[src/rtl/seg_scroll_driver.sv]
// seg_scroll_driver: N-digit multiplexed 7-segment driver with a writable hex buffer and hardware scrolling.
// Optional macro SEG_DIMMING_EN adds a 4-bit PWM brightness input.
module seg_scroll_driver #(
  parameter int NUM_DIGITS    = 8,
  parameter int MSG_LEN       = 16,
  parameter int SLOT_CYCLES   = 1000,
  parameter int BLANK_CYCLES  = 16,
  parameter int SCROLL_FRAMES = 64,
  localparam int AW = MSG_LEN > 1 ? $clog2(MSG_LEN) : 1
) (
  input  logic                  clk,
  input  logic                  reset,
  input  logic                  msg_wr_en,
  input  logic [AW-1:0]         msg_wr_addr,
  input  logic [3:0]            msg_wr_data,
  input  logic                  scroll_en,
  input  logic                  scroll_dir,
`ifdef SEG_DIMMING_EN
  input  logic [3:0]            brightness,
`endif
  output logic [NUM_DIGITS-1:0] an,
  output logic [6:0]            seg,
  output logic                  dp,
  output logic                  frame_done,
  output logic [AW-1:0]         ptr
);
  localparam int DW = $clog2(NUM_DIGITS);
  localparam int SW = SLOT_CYCLES > 1 ? $clog2(SLOT_CYCLES) : 1;
  localparam int FW = SCROLL_FRAMES > 1 ? $clog2(SCROLL_FRAMES) : 1;

  logic [SW-1:0]         slot_q, slot_d;
  logic [DW-1:0]         dig_q, dig_d;
  logic [FW-1:0]         frm_q, frm_d;
  logic [AW-1:0]         ptr_q, ptr_d;
  logic [3:0]            buf_q [MSG_LEN];
  logic [3:0]            buf_d [MSG_LEN];
  logic [NUM_DIGITS-1:0] an_q, an_d;
  logic [6:0]            seg_q, seg_d;
  logic [3:0]            pwm_q, pwm_d;
  logic                  last_slot, step, act, lit;
  logic [AW:0]           sum;
  logic [AW-1:0]         rd_idx;

  function automatic logic [6:0] hex7(input logic [3:0] h);
    case (h)
      4'h0: hex7 = 7'h40;
      4'h1: hex7 = 7'h79;
      4'h2: hex7 = 7'h24;
      4'h3: hex7 = 7'h30;
      4'h4: hex7 = 7'h19;
      4'h5: hex7 = 7'h12;
      4'h6: hex7 = 7'h02;
      4'h7: hex7 = 7'h78;
      4'h8: hex7 = 7'h00;
      4'h9: hex7 = 7'h10;
      4'hA: hex7 = 7'h08;
      4'hB: hex7 = 7'h03;
      4'hC: hex7 = 7'h46;
      4'hD: hex7 = 7'h21;
      4'hE: hex7 = 7'h06;
      default: hex7 = 7'h0E;
    endcase
  endfunction

  always_comb begin
    last_slot  = slot_q == SW'(SLOT_CYCLES - 1);
    frame_done = last_slot && dig_q == '0;
    slot_d     = last_slot ? '0 : slot_q + SW'(1);
    dig_d      = !last_slot ? dig_q : dig_q == '0 ? DW'(NUM_DIGITS - 1) : dig_q - DW'(1);
    step       = frame_done && scroll_en && frm_q == FW'(SCROLL_FRAMES - 1);
    frm_d      = !(frame_done && scroll_en) ? frm_q : step ? '0 : frm_q + FW'(1);
    ptr_d      = !step ? ptr_q :
                 scroll_dir ? (ptr_q == '0 ? AW'(MSG_LEN - 1) : ptr_q - AW'(1)) :
                 (ptr_q == AW'(MSG_LEN - 1) ? '0 : ptr_q + AW'(1));
    // Window offset never exceeds MSG_LEN, so one conditional subtract wraps it.
    sum        = {1'b0, ptr_q} + (AW+1)'(NUM_DIGITS - 1) - (AW+1)'(dig_q);
    rd_idx     = sum >= (AW+1)'(MSG_LEN) ? AW'(sum - (AW+1)'(MSG_LEN)) : AW'(sum);
    pwm_d      = pwm_q + 4'd1;
    act        = slot_q >= SW'(BLANK_CYCLES);
`ifdef SEG_DIMMING_EN
    lit        = act && pwm_q < brightness;
`else
    lit        = act;
`endif
    an_d       = lit ? ~(NUM_DIGITS'(1) << dig_q) : '1;
    seg_d      = act ? hex7(buf_q[rd_idx]) : 7'h7F;
    buf_d      = buf_q;
    if (msg_wr_en && msg_wr_addr <= AW'(MSG_LEN - 1)) buf_d[msg_wr_addr] = msg_wr_data;
  end

  always_ff @(posedge clk or negedge reset) begin
    if (!reset) begin
      slot_q <= '0;
      dig_q  <= DW'(NUM_DIGITS - 1);
      frm_q  <= '0;
      ptr_q  <= '0;
      buf_q  <= '{default: '0};
      an_q   <= '1;
      seg_q  <= 7'h7F;
      pwm_q  <= '0;
    end else begin
      slot_q <= slot_d;
      dig_q  <= dig_d;
      frm_q  <= frm_d;
      ptr_q  <= ptr_d;
      buf_q  <= buf_d;
      an_q   <= an_d;
      seg_q  <= seg_d;
      pwm_q  <= pwm_d;
    end
  end

  assign an  = an_q;
  assign seg = seg_q;
  assign dp  = 1'b1;
  assign ptr = ptr_q;
endmodule

[config.mk]
export PLATFORM = sky130hd
export DESIGN_NAME = seg_scroll_driver
export DESIGN_NICKNAME = d
export VERILOG_FILES = /design/src/rtl/seg_scroll_driver.sv
export SDC_FILE = /design/constraint.sdc
export NUM_CORES = 1
export LEC_CHECK = 0
export CAP_MARGIN = 20
export CORE_MARGIN = 4
export CORE_UTILIZATION = 55
export CTS_BUF_LIST = sky130_fd_sc_hd__clkbuf_8 sky130_fd_sc_hd__clkbuf_16
export DETAILED_ROUTE_END_ITERATION = 16
export PLACE_DENSITY = 0.85
export SETUP_SLACK_MARGIN = 0.02
export SYNTH_ARGS = -nofsm -noshare
export SYNTH_HDL_FRONTEND = slang
export SYNTH_SLANG_ARGS = --single-unit
[constraint.sdc]
create_clock -name clk -period 9.3 [get_ports clk]
set_input_delay 1.395 -clock clk [delete_from_list [all_inputs] [get_ports clk]]
set_output_delay 1.395 -clock clk [all_outputs]
set_load 0.1 [all_outputs]
**Yosys cells after proc, flatten, opt, wreduce, memory -nomap -nowiden**

Memory sizes are Yosys's and may differ from the RTL's.
Index checks and enable logic that the tools add are counted.

- Equality and inequality tests: 3
- Magnitude comparators: 6
- Shift-type cells: 1
- Reductions and logical operators: 7
- $add $sub $neg: 8
- Bitwise operators: 3
- Multiplexer cells: 15

Operators with widths:

| kind | number |
|---|---|
| bitwise mux 64 bit | 1 |
| two-way mux 4 bit | 7 |
| binary-select mux 4 bit (select 4 bit) | 1 |
| demux 4 bit (select 4 bit) | 1 |
| >= comparator 5 bit (second input constant) | 3 |
| adder 10 x 1 -> 10 bit (second input constant) | 1 |
| == test 10 bit (second input constant) | 1 |
| >= comparator 10 x 5 -> 1 bit (second input constant) | 1 |
| two-way mux 10 bit | 1 |
| NOT 4 -> 5 bit | 2 |
| two-way mux 8 bit | 1 |
| NOT 8 bit | 1 |
| left shift 1 x 3 -> 8 bit (first input constant) | 1 |
| subtractor 4 x 1 -> 4 bit (second input constant) | 2 |
| two-way mux 7 bit | 1 |
| adder 6 x 1 -> 6 bit (second input constant) | 1 |
| == test 6 bit (second input constant) | 1 |
| two-way mux 6 bit | 1 |
| adder 4 x 3 -> 5 bit (second input constant) | 1 |
| logical AND 1 bit | 5 |
| less-than comparator 5 x 1 -> 1 bit (second input constant) | 1 |
| subtractor 5 x 3 -> 5 bit | 1 |
| adder 4 x 1 -> 4 bit (second input constant) | 1 |
| == test 4 bit (second input constant) | 1 |
| other kinds (5) | 5 |

- Output and inout port bits: 21
- Word-level logic and storage cells: 66
- Memories: 1
- Register bits after elaboration: 102
- Memory bits (read-only): 112

Memory list:

| name | words | bits a word | rd ports | clocked after Yosys merged registers in | wr ports | RTL line | text |
|---|---|---|---|---|---|---|---|
| (no name shown) | 16 | 7 | 1 | 0 | 0 | 45 | `case (h)` |

**Depth between registers and ports, before layout**

An unclocked memory read counts as a cell.

- Depth after elaboration: 10
- Gate-level depth with buffers: 13

**Worst setup path after synthesis**

OpenSTA, ideal clock, no wires.

- Path kind: register to output
- Start point: reg slot_q[0]
- End point: out frame_done
- Path buffers: 0
- Arrival time: 3.145 ns
- Cell stages (with the launch flop): 5
- Required time: 7.905 ns
- Slack: 4.760 ns
- Cells stage by stage: dfrtp_1 ha_1 nor4bb_1 nand3_1 nor3_1

- Longest elaborated chain between the ends: 2

RTL lines:

| item | RTL line | text |
|---|---|---|
| start: declaration | 31 | `logic [SW-1:0] slot_q, slot_d;` |
| start signal: assignment | 102 | `slot_q <= slot_d;` |
| == test 10 bit | 66 | `last_slot = slot_q == SW'(SLOT_CYCLES - 1);` |
| logical AND 1 bit | 67 | `frame_done = last_slot && dig_q == '0;` |
| end: declaration | 24 | `output logic frame_done,` |

No other way between the ends.

**Final worst setup path**

Ends and elaborated chain as after synthesis.

==> impl_metrics.tcl <==
set metrics [dict create \
    rows 34 \
    cts_resized 0 \
    p_int_uw 784 \
    gp_congestion 0.785 \
    io-pin-count 34 \
    worst_slack_ps 4930 \
    fin_setup_tns_ps 0 \
    clock_sinks 102 \
    synth.area.top_cells "dfrtp_1 (41%), mux2_2 (14%), dfstp_2 (9.2%), ha_1 (5.1%), mux4_1 (4.6%)" \
    critPathRequiredTime_ps 7910 \
    seqPwrFrac_pct 48.4 \
    yosysSeqAreaShare_pct 50.2 \
    clock-root-buffer "clkbuf_8" \
    rsz0062_at_grt "no" \
    finalCriticalPeriod_ps 4370 \
    clockBufferDepth 2 \
    synthFlopType "dfrtp_1" \
    slew_violations 0 \
    fillCellCount 633 \
    cts_setup_buffers 0 \
    routedWlPerCell_um 17.5 \
    drt-total-wl_um 9530 \
    syn_inst 404 \
    switching_power_uw 373 \
    routed_via_density 5.93 \
    crit_buf_inv 1 \
    grt_max_degree 55 \
    worst_pin_slew_ps 972 \
    pwr-share-comb_pct 25.3 \
    hold_class "flip-flop to flip-flop" \
    route.vias.total 3224 \
    critPathCaptureType "output pin" \
    numCtsBuffers 9 \
    fin_skew_ps 12.4 \
    drtIter0Drc 128 \
    die_w_um 105 \
    synth_top_area_share_pct 40.9 \
    hpwlAfterDp_um 6750 \
    diodes 0 \
    yosys.area.top_type "dfrtp_1" \
    port-buffer-count 32 \
    switching_share_pct 32.2 \
    start_util_pct 57.7 \
    grt_pass1_wl_um 16100 \
    grt.total_usage_pct 18.2 \
    dieArea_um2 10900 \
    start_kind "flip-flop" \
    synth_edf_count 0 \
    crit_type "flip-flop to output pin" \
    ir_drop_v 0.000108 \
    slowest_delay_ps 1160 \
    finalHoldViolCount 0 \
    netlist-cell-type-count 47 \
    instances_no_fill 544 \
    layout-drive-gt1-share_pct 26.1 \
    antenna_left 0 \
    hold_buffers 0 \
    die_h_um 105 \
    path_max_fanout 5 \
    synth_warnings 0 \
    slowest_stage "clkdlybuf4s50_1" \
    antenna_found_initial 0 \
    outcome "finished clean" \
    drt-pass1-iter-count 4 \
    grt_overflow 0 \
    drv_cap 0 \
    ys_ff_latch 102 \
    place_ws_ps 5310 \
    syn_to_final_growth_pct 11.5 \
    fin_nets 466 \
    post-route-drc-count 0 \
    syn_area_per_cell_um2 12.7 \
    p_per_area_nw_per_um2 202 \
    fmax_ghz 0.229 \
    path_cells "ha_1 > nor4bb_1 > nand3_1 > nor3_1 > clkdlybuf4s50_1" \
    dpl_cell_area_um2 5490 \
    clk_pin_slew_ps 100 \
    layout_commonest_cell "dfrtp_1" \
    core_um2 8890 \
    period_share_pct 47.0 \
    synthArstFlopShare_pct 100 \
    insertion_delay_ps 380 \
    design_area_um2 5720 \
    slew_headroom_pct 35.0 \
    cts_max_level 3 \
    netlist_area_um2 5130 \
    cpLargestDelayFamily "buffers and inverters" \
    cts_tree "done" \
    p_clk_share_pct 26.3 \
    finalSetupViolations 0 \
    syn-num-nets 439 \
    crit_arrival_ps 2980 \
    layout_common_cells "dfrtp_1 (84), mux2_2 (65), clkdlybuf4s50_1 (31)" \
    whs_ps 493 \
    dp_cells 527 \
    grt_pass1_vias 3294 \
    power.leakage_uw 0.00256 \
]
area by class of cell:
class	instances	area, µm²	area share, %
multi-input combinational	272	2410	42.2
tap	108	135	2.36
inverter	12	45.0	0.787
timing repair buffer	34	333	5.82
clock buffer	9	124	2.16
clock inverter	7	97.6	1.71
sequential	102	2570	45.0
per-stage QoR:
step | power (µW) | util [%]
finish | 1160 | 64.4
global placement | 846 | 61.8
floorplan | 790 | -
global route | 1210 | 64.4
detailed placement | 860 | 61.8
CTS | 1160 | 64.3
flip-flops by register name, summed over array words and instances, names as in the netlist:
register,flops
dig_q,3
ptr,4
seg,7
slot_q,10
an,8
buf_q,64
frm_q,6
cell families after synthesis:
kind of cell / synth area share, %
other: 0.0730
AO/OA/AOI/OAI: 5.41
multiplexers: 24.2
flip-flops: 50.2
AND/OR/NAND/NOR: 9.85
XOR/XNOR: 2.00
adder cells (fa/ha/maj): 5.51
buffers and inverters: 2.83
metal layers:
layer  routed length, µm  GRT usage, %
met1                4230          24.4
met2                4940          30.6
met3                 265          4.50
met4                  93          3.94
met5                   0             0
cells in the mapped netlist, types with 4 or more instances:
master	number
clkbuf_1	11
ha_1	21
nor3_1	9
nor2b_1	6
xnor2_1	5
mux2i_1	7
and3_1	7
mux4_2	9
inv_1	10
nand3_1	19
dfstp_2	18
nand2b_1	7
o21ai_0	8
xor2_1	4
dfrtp_1	84
mux4_1	9
buf_2	4
nor2_1	25
nand2_1	26
mux2_2	65
a21oi_1	13
final timing paths:
path,to,slack (ps),from,cells past startpoint
worst min-delay path,frm_q[4],490,frm_q[4],1
worst min register to register,frm_q[4],490,frm_q[4],1
max in group asynchronous,buf_q[24],7210,reset,2
min in group asynchronous,slot_q[8],1010,reset,1
worst max register to register,seg[3],5580,dig_q[0],10
worst max-delay path,frame_done,4930,slot_q[0],5
power by group through the flow:
stage,Clock [µW],Sequential (µW),Combinational [µW]
finish,304,560,292
global route,329,570,312
CTS,310,561,292
detailed placement,0,569,291
global placement,0,563,282
floorplan,0,648,142
Note: power is estimated with default switching activity, not from simulation.
==> patch 1: new RTL, same flow settings <==
The parameter `MSG_LEN` goes from 16 to 32.
--- a/src/rtl/seg_scroll_driver.sv
+++ b/src/rtl/seg_scroll_driver.sv
@@ -2,7 +2,7 @@
 // Optional macro SEG_DIMMING_EN adds a 4-bit PWM brightness input.
 module seg_scroll_driver #(
   parameter int NUM_DIGITS    = 8,
-  parameter int MSG_LEN       = 16,
+  parameter int MSG_LEN       = 32,
   parameter int SLOT_CYCLES   = 1000,
   parameter int BLANK_CYCLES  = 16,
   parameter int SCROLL_FRAMES = 64,
Ports: changed (resized msg_wr_addr and ptr); port bits go from 34 to 36. No check against the original RTL was run, so the function may have changed too.
==> patch 1 against the unedited design <==
  * Clock power rose by 140%
  * Total power rose by 74%
  * Count of clock-buffer cells in the layout rose by 9
  * Cell area rose by 66%
  * Synthesized area rose by 62%
  * Register-to-register slack got worse by 0.43 ns
  * Setup slack got worse by 0.18 ns
  * Critical path depth rose by 1
  * Sequential cell count rose by 65
  * Routed wire length rose by 82%
  * Sequential share of layout area fell by 0.65 points
  * Largest power group unchanged
  * Highest routed layer unchanged
==> patch 1: results <==
group,metric,value,unit
outcome,outcome,"finished, final reports clean",
cts,tritoncts_buffer_count,17,
setup_path,ff_to_ff_path_depth,14,
route,drt_iter0_markers,394,
power,irDropWorstVdd,0.0001492,V
cts,clk-insertion-delay-late,0.43,ns
route,detailroute.wirelength.met2,8687,um
grt,global_route_wire_length_before_repair,28750,um
yosys,postSynthNetCount,668,
cts,cts_num_sinks,167,
cts,clock_tree_root_buffer_cell,"sky130_fd_sc_hd__clkbuf_16",
layout,filler_cell_count,1019,
layout,drive_gt1_share,33.48,%
layout,instances_no_fill,859,
power,power_per_cell_area,212.1,nW/um2
setup_path,critPathArrivalTime,3.16,ns
grt,gr-usage-met1,28.50,%
route,route.met3.wl,1113,um
yosys,netlist-cell-type-count,54,
setup_path,maximum_single_stage_delay_on_the_critical_path,1.12,ns
yosys,syn_area_per_cell,13.21,um2
power,power_leakage,0.004239,uW
placement,dp_hpwl,11440,um
route,route.layer.met1.wl,7228,um
yosys,synthTopCellsByCount,"sky130_fd_sc_hd__dfrtp_1 (149), sky130_fd_sc_hd__mux2_2 (133), sky130_fd_sc_hd__nor2_1 (46), sky130_fd_sc_hd__nand2_1 (35), sky130_fd_sc_hd__mux4_2 (24)",
route,totalWireLength,17350,um
cts,path_clk_slew,0.06,ns
setup_path,worst_r2r_startpoint,"dig_q[1]",
yosys,seq_area_frac_synth,50.50,%
placement,io_buffers,34,
layout,num-nets-final,700,
cts,h-tree-depth,4,
power,cellInternalPower,1474,uW
grt,grt_pass1_vias,5489,
yosys,synth.top_cells.by_area,"sky130_fd_sc_hd__dfrtp_1 (45%), sky130_fd_sc_hd__mux2_2 (18%), sky130_fd_sc_hd__mux4_2 (6.5%), sky130_fd_sc_hd__dfstp_2 (5.7%), sky130_fd_sc_hd__ha_1 (3.5%)",
route,num_vias,5224,
grt,pin_count_of_the_biggest_net_entering_global_routing,113,
grt,groute.usage.overall,21.85,%
grt,grt_util_met2,36.26,%
layout,largest_register_ff_count,128,
[patch 1: cell count changes after synthesis, moves of 4 or more]
cell,unedited run,this run
sky130_fd_sc_hd__mux2i_1,7,22
sky130_fd_sc_hd__clkbuf_1,11,18
sky130_fd_sc_hd__nor2_1,25,46
sky130_fd_sc_hd__inv_1,10,19
sky130_fd_sc_hd__mux2_2,65,133
sky130_fd_sc_hd__mux4_2,9,24
sky130_fd_sc_hd__nor2b_1,6,2
sky130_fd_sc_hd__dfrtp_1,84,149
sky130_fd_sc_hd__nand3b_1,0,6
sky130_fd_sc_hd__nand2b_1,7,2
sky130_fd_sc_hd__nand2_1,26,35
[patch 1: power groups by stage]
stage | logic [uW] | clock network (uW) | registers (uW)
after floorplan | 197 | 0 | 978
after global placement | 343 | 0 | 910
after detailed placement | 356 | 0 | 923
after CTS | 359 | 747 | 911
after global routing | 387 | 779 | 924
final | 361 | 738 | 911
[patch 1: worst max-delay path by stage]
stage                    from    endpoint
global route        slot_q[0]  frame_done
detailed placement   dig_q[1]      seg[3]
CTS                 slot_q[0]  frame_done
global placement     dig_q[1]      seg[3]
floorplan              ptr[0]      seg[3]
finish              slot_q[0]  frame_done
[patch 1: cell type report]
class,count,area share (%)
Clock inverter,14,1.928
Sequential cell,167,44.35
Tap cell,184,2.430
Clock buffer,18,4.635
Multi-Input combinational cell,414,41.05
Timing Repair Buffer,42,4.820
Inverter,20,0.7924
[patch 1: logic make-up (layout without fill, tap and decap cells)]
kind of cell	after synthesis	count (layout)	synth area share (%)
buffers and inverters	49	94	2.797
XOR/XNOR	11	11	1.248
other	1	1	0.04507
multiplexers	186	186	29.35
AO/OA/AOI/OAI	42	42	3.534
AND/OR/NAND/NOR	150	150	8.827
adder cells (fa/ha/maj)	24	24	3.699
flip-flops	167	167	50.50
==> patch 2: new RTL, config.mk and constraints unchanged <==
Without the edit above. The output `seg` loses its register stage (`seg_q` becomes a continuous assignment).
--- a/src/rtl/seg_scroll_driver.sv
+++ b/src/rtl/seg_scroll_driver.sv
@@ -96,7 +96,6 @@
       ptr_q  <= '0;
       buf_q  <= '{default: '0};
       an_q   <= '1;
-      seg_q  <= 7'h7F;
       pwm_q  <= '0;
     end else begin
       slot_q <= slot_d;
@@ -105,10 +104,11 @@
       ptr_q  <= ptr_d;
       buf_q  <= buf_d;
       an_q   <= an_d;
-      seg_q  <= seg_d;
       pwm_q  <= pwm_d;
     end
   end
+
+  assign seg_q = seg_d;
 
   assign an  = an_q;
   assign seg = seg_q;
Behaviour: no difference found for any inputs over 10 cycles, from zero or initial values and one cycle with reset low; that may be too few to reach the edited logic, so the function may still have changed.
==> patch 2 against the unedited design <==
  * Non-clock buffer count down 1
  * Setup slack worse by 2.1 ns
  * Cell area shrank 4.2%
  * Total power shrank 6.5%
  * Routed wire length shrank 4.6%
  * First-iteration DRC count increased by 91%
  * Synthesized area fell by 3.9%
  * Sequential cell count fell by 7
==> patch 2: results <==
group,metric,value,unit
cts,clk-insertion-delay-late,0.36,ns
yosys,post_synth_xor_area_fraction,2.257,%
yosys,synth_compound_gate_area_share,5.096,%
grt,global_route_wire_length_before_repair,15460,um
outcome,outcome,"finished, final reports clean",
power,irDropWorstVdd,0.0001023,V
layout,non_clock_buffer_count,33,
yosys,synth.top_cells.by_area,"sky130_fd_sc_hd__dfrtp_1 (43%), sky130_fd_sc_hd__mux2_2 (15%), sky130_fd_sc_hd__dfstp_2 (5.9%), sky130_fd_sc_hd__ha_1 (5.3%), sky130_fd_sc_hd__mux4_1 (5.3%)",
yosys,synthAdderAreaFrac,5.730,%
sta,timing.clock.skew,0.007035,ns
layout,nMultiInputCombCells,261,
power,power_leakage,0.002443,uW
power,power.net_switching,350.1,uW
yosys,synth_mux_area_share,25.46,%
route,drt_iter0_markers,245,
layout,num-nets-final,448,
yosys,netlist-cell-type-count,49,
sta,worst_slew_pin_slew,1.025,ns
placement,routabilityCongestion,0.8064,
yosys,postSynthNetCount,425,
layout,seq_share,43.59,%
route,wire_per_inst,17.27,um
grt,grt_pass1_vias,3103,
placement,post_dp_cell_area,5280,um2
layout,filler_cell_count,627,
floorplanning,die_w,102.7,um
placement,dp_hpwl,6511,um
layout,nClkBuffers,10,
layout,clock_tree_cell_share_of_total_cell_area,3.741,%
grt,pin_count_of_the_biggest_net_entering_global_routing,69,
route,routed_via_density,5.844,
-- patch 2: power groups by stage --
stage                     Combinational [uW]  Clock [uW]  Sequential, uW
after floorplan                          231           0             504
after global placement                   279           0             517
after detailed placement                 289           0             519
after CTS                                290         286             512
after global routing                     307         307             520
final                                    289         281             512
-- patch 2: path summary, 6_finish.rpt --
| kind | from | endpoint | slack [ns] | cells past startpoint |
|---|---|---|---|---|
| worst max-delay path | dig_q[0] | seg[3] | 2.82 | 10 |
| worst min-delay path | frm_q[4] | frm_q[4] | 0.49 | 1 |
| worst max register to register | slot_q[0] | ptr[2] | 6.59 | 7 |
| worst min register to register | frm_q[4] | frm_q[4] | 0.49 | 1 |
| max in group asynchronous | reset | buf_q[36] | 7.23 | 2 |
| min in group asynchronous | reset | slot_q[2] | 0.92 | 1 |
-- patch 2: stage by stage --
step / cells / power (uW) / util, % / setup slack (ns) / hold slack, ns
global placement: 510 / 795.7 / 60.55 / 3.321 / 0.4799
floorplan: 390 / 734.5 / - / 2.838 / 0.4596
global route: 526 / 1134 / 62.90 / 2.582 / 0.5027
CTS: 526 / 1088 / 62.90 / 2.804 / 0.4965
finish: 526 / 1082 / 62.90 / 2.821 / 0.4925
detailed placement: 510 / 808.1 / 60.55 / 3.199 / 0.4809
-- patch 2: kinds of logic (layout without fill, tap and decap cells) --
logic type	count (synthesis)	count (layout)
buffers and inverters	34	62
AND/OR/NAND/NOR	96	96
multiplexers	91	91
adder cells (fa/ha/maj)	22	22
flip-flops	95	95
other	1	1
XOR/XNOR	11	11
AO/OA/AOI/OAI	40	40
-- patch 2: metal layers --
metal	up-vias	global-route usage, %	wire (um)
met5	-	0	0
met4	0	6.256	173
met3	16	3.857	554
met2	84	29.84	4290
met1	1524	26.64	4068
li1	1450	-	-
